[src/rtl/xor_chk_pkg.sv]
// Shared types and helpers for the XOR result checker: FSM state encoding,
// coverage bin count, operand-to-bin mapping and bitmap popcount.
package xor_chk_pkg;

  typedef enum logic [1:0] {
    IDLE,
    RUN,
    DRAIN,
    DONE
  } chk_state_e;

  localparam int NUM_BINS  = 8;
  localparam int BIN_W     = 3;
  localparam int MAX_WIDTH = 64;

  // Coverage bin is the top three bits of operand A, for any WIDTH >= 3.
  function automatic logic [BIN_W-1:0] bin_of(input logic [MAX_WIDTH-1:0] a,
                                              input int                   width);
    logic [MAX_WIDTH-1:0] shifted;
    shifted = a >> (width - BIN_W);
    return shifted[BIN_W-1:0];
  endfunction

  function automatic logic [3:0] popcount8(input logic [NUM_BINS-1:0] bits);
    logic [3:0] n;
    n = '0;
    for (int i = 0; i < NUM_BINS; i++) begin
      n = n + 4'(bits[i]);
    end
    return n;
  endfunction

endpackage

[src/rtl/xor_chk_delay_line.sv]
// Latency-matched delay line holding {valid, golden[, bin]} entries; bin field
// exists only when XOR_CHK_COVERAGE_EN is defined. Entry pushed at edge N pops at N+LATENCY.
module xor_chk_delay_line
  import xor_chk_pkg::*;
#(
  parameter int WIDTH   = 4,
  parameter int LATENCY = 1
) (
  input  logic             clk,
  input  logic             reset,
  input  logic             clear,
  input  logic             push_valid,
  input  logic [WIDTH-1:0] push_golden,
`ifdef XOR_CHK_COVERAGE_EN
  input  logic [BIN_W-1:0] push_bin,
  output logic [BIN_W-1:0] pop_bin,
`endif
  output logic             pop_valid,
  output logic [WIDTH-1:0] pop_golden
);

`ifdef XOR_CHK_COVERAGE_EN
  localparam int ENTRY_W = 1 + WIDTH + BIN_W;
`else
  localparam int ENTRY_W = 1 + WIDTH;
`endif
  localparam int LINE_W = ENTRY_W * LATENCY;

  logic [ENTRY_W-1:0] push_entry;
  logic [ENTRY_W-1:0] pop_entry;
  logic [LINE_W-1:0]  line_q;

`ifdef XOR_CHK_COVERAGE_EN
  assign push_entry = push_valid ? {1'b1, push_golden, push_bin} : '0;
`else
  assign push_entry = push_valid ? {1'b1, push_golden} : '0;
`endif

  // NOTE: sequential state uses non-blocking assignments so every flop samples
  // pre-edge values; the line is also reset, since a stale valid bit surviving
  // an abort would produce a spurious compare in the next run.
  always_ff @(posedge clk or posedge reset) begin
    if (reset) begin
      line_q <= '0;
    end else if (clear) begin
      line_q <= '0;
    end else begin
      line_q <= (line_q << ENTRY_W) | LINE_W'(push_entry);
    end
  end

  assign pop_entry  = line_q[LINE_W-1 -: ENTRY_W];
  assign pop_valid  = pop_entry[ENTRY_W-1];
  assign pop_golden = pop_entry[ENTRY_W-2 -: WIDTH];
`ifdef XOR_CHK_COVERAGE_EN
  assign pop_bin    = pop_entry[BIN_W-1:0];
`endif

endmodule

[config.mk]
export PLATFORM = sky130hd
export DESIGN_NAME = xor_chk_delay_line
export DESIGN_NICKNAME = d
export VERILOG_FILES = /design/src/rtl/xor_chk_pkg.sv /design/src/rtl/xor_chk_delay_line.sv
export SDC_FILE = /design/constraint.sdc
export NUM_CORES = 1
export LEC_CHECK = 0
export ABC_AREA = 1
export BUFFER_PORTS_ARGS = -buffer_cell sky130_fd_sc_hd__buf_4
export CAP_MARGIN = 20
export CORE_AREA = 2 2 39 41
export CTS_CLUSTER_DIAMETER = 150
export DETAILED_ROUTE_END_ITERATION = 10
export DIE_AREA = 0 0 41 43
export GPL_TIMING_DRIVEN = 1
export SKIP_CTS_REPAIR_TIMING = 1
export SLEW_MARGIN = 20
export SYNTH_ARGS = -nofsm -noshare
export SYNTH_HDL_FRONTEND = slang
export SYNTH_SLANG_ARGS = --single-unit
[constraint.sdc]
create_clock -name clk -period 0.8 [get_ports clk]
set_input_delay 0.16 -clock clk [delete_from_list [all_inputs] [get_ports clk]]
set_output_delay 0.16 -clock clk [all_outputs]
set_load 0.005 [all_outputs]
* Word-level counts from Yosys, hierarchy flattened
Index checks and enable logic that the tools add are counted.
Word-level totals: output and inout port bits 5, register bits 5, word-level logic and storage cells 3
Cells by class: mux-type cells 2
Operators with widths (count):
- $mux W5 | 2

* Logic depth before layout (Yosys ltp)
word-level depth 2, gate-level depth with buffers 2

* Worst setup path before layout
Ideal clock, no wire load.
path kind register to output, start register line_q[0], end output port pop_golden[0], path buffers 0, arrival 0.349 ns, slack 0.291 ns, cell stages (with the launch flop) 1, cells stage by stage dfrtp_1
RTL lines:
- start, declared | line xor_chk_delay_line.sv:31 | logic [LINE_W-1:0] line_q;
- start signal, assigned | line xor_chk_delay_line.sv:48 | line_q <= (line_q << ENTRY_W) | LINE_W'(push_entry);
- end, declared | line xor_chk_delay_line.sv:19 | output logic [WIDTH-1:0] pop_golden
No word-level cell between the ends.

* Worst setup path in the final report
start register line_q[0], end output port pop_golden[0]
No word-level cell between the ends.

==> metrics.yaml <==
status: "complete, but fails checks"
violations: "setup timing"
crit_required_ps: 640
ant_nets: 0
setup_viol: 5
ys_top_cells_by_area: "dfrtp_1 75%, nor2_1 11%, nand2_1 9.0%, inv_1 4.5%"
cp_max_fo: 1
multi_input_area_um2: 33.78
path_class: "flop to primary output"
synth_xor_area_share_pct: 0
finalMaxSlewViolations: 0
reg_top3: "line_q: 5 flops"
slowest_stage: "dfrtp_1"
hold_viol: 0
num_vias: 152
io_buffers: 12
slowest_delay_ps: 370
worstSetupStartpointType: "flop"
grt_pass1_wl_um: 510
synth_seq_area_share_pct: 75.19
avgSynthCellArea_um2: 10.40
num_rows: 14
largest_reg_flops: 5
dp_slack_ps: 158.6
place.gp.congestion: 0.6035
stdcell_area_um2: 331.6
cp-end-kind: "primary output"
power.leakage_uw: 0.0001797
yosys.area_share.simple_pct: 20.30
min_path_type: "primary input to flop"
ios: 13
yosys_warnings: 0
grt_max_degree: 6
drcViolationCount: 0
fin_ws_ps: -78.14
fmax_mhz: 1139
cap_violations: 0
synthMuxAreaShare_pct: 0
start_util_pct: 12.03
synth_edf_count: 0
cp_cell_sequence: "buf_6"
slew_headroom_pct: 88.25
ctsLongestPathBuffers: 2
critPathBufInv: 1
final_layout_size_suffix_gt1_share_pct: 45.45
worstMarginPinSlew_ps: 176.0
dieArea_um2: 1763
core-area_um2: 1384
htree_levels: 1
synth_top_family_by_area: "simple AND/OR/NAND/NOR gates"
area_growth_pct: 99.25
grt_pass1_vias: 151
synth_flop_cell: "dfrtp_1"
synthesis.nets: 24
grt_overflow_total: 0
final_nets: 42
drt-total-wl_um: 348
firstDrtPassIters: 3
largest_register: "line_q"
period_needed_ps: 878.1
tns_ps: -361.8
synth_top_cell_area_share_pct: 75.19
synthAdderAreaFrac_pct: 0
die_w_um: 41
rsz0062_at_grt: "yes"
cts_root_buf: "clkbuf_4"
grt_antenna_before_repair: 0
cts_tree: "yes"
ys_seq_elements: 5
fillers: 148
ir_drop_v: 0.0002971
synthCells: 16
drt_iter0_markers: 6
final_util_pct: 23.96
yosys.area.top_type: "dfrtp_1"
cts.sinks: 5
period_share_pct: 109.8
diodes: 0
regArea_um2: 125.1
hpwl_um: 296.2
synth-async-reset-ratio_pct: 100.0
viasPerCell: 3.102
worstPathArrival_ps: 720
synth_common_cells: "5 x dfrtp_1, 5 x nor2_1, 4 x nand2_1, 2 x inv_1"
cts_buffers: 3
grt_usage_pct: 5.337
wl_per_cell_um: 7.102
synth_area_um2: 166.4
power.density_nw_per_um2: 1871
synth_compound_area_share_pct: 0
clk_pin_slew_ps: 40
yosysUniqueCellTypes: 4
die_y_um: 43
crit_family: "flip-flops"
post_dp_cell_area_um2: 276.5
-- routing by layer --
layer  part of all wire [%]  up-vias  global-route usage, %
met4                    2.6        0                  12.00
met3                     12        2                  1.571
met5                      0        -                      0
met2                     45       13                  5.313
li1                       -       80                      -
met1                     41       57                  4.870
-- power by group --
| group | leakage (uW) | switching [uW] | total, uW | internal (uW) |
|---|---|---|---|---|
| sequential | 0.0000667 | 4.66 | 269 | 264 |
| combinational | 0.0000980 | 24.2 | 72.0 | 47.8 |
| clock | 0.0000150 | 91.7 | 279 | 188 |
| total | 0.000180 | 120 | 620 | 500 |
-- path summary, 6_finish.rpt --
check                      slack [ps]           startpoint  cells after the start             endpoint
max                               -80  line_q[0]$_DFF_PP0_                      1        pop_golden[0]
min                               100                clear                      2  line_q[4]$_DFF_PP0_
min in group asynchronous         370                reset                      3  line_q[3]$_DFF_PP0_
max in group asynchronous         260                reset                      3  line_q[0]$_DFF_PP0_
-- cells by family after synthesis --
kind of cell / Yosys count
and+or+nand+nor: 9
DFF: 5
buffers and inverters: 2
-- area by class of cell --
class,count,share of cell area (%)
Sequential cell,5,37.74
Tap cell,16,6.038
Timing Repair Buffer,13,35.85
Clock buffer,4,7.925
Multi-Input combinational cell,9,10.19
Inverter,2,2.264
-- metrics by stage --
step	hold slack, ps	std cells	power [uW]
after floorplan	-61.48	16	285.2
after global placement	62.40	44	333.2
after detailed placement	69.25	44	334.2
after CTS	-185.4	48	624.8
after global routing	101.3	49	665.0
final	104.7	49	620.5
-- cells in the final DEF, fill, tap and decap left out --
| master | instances |
|---|---|
| clkbuf_4 | 3 |
| nand2_1 | 4 |
| clkbuf_1 | 1 |
| buf_4 | 7 |
| buf_6 | 5 |
| dfrtp_1 | 5 |
| nor2_1 | 5 |
| dlygate4sd3_1 | 1 |
| inv_1 | 2 |
Note: power is estimated with default switching activity, not from simulation.
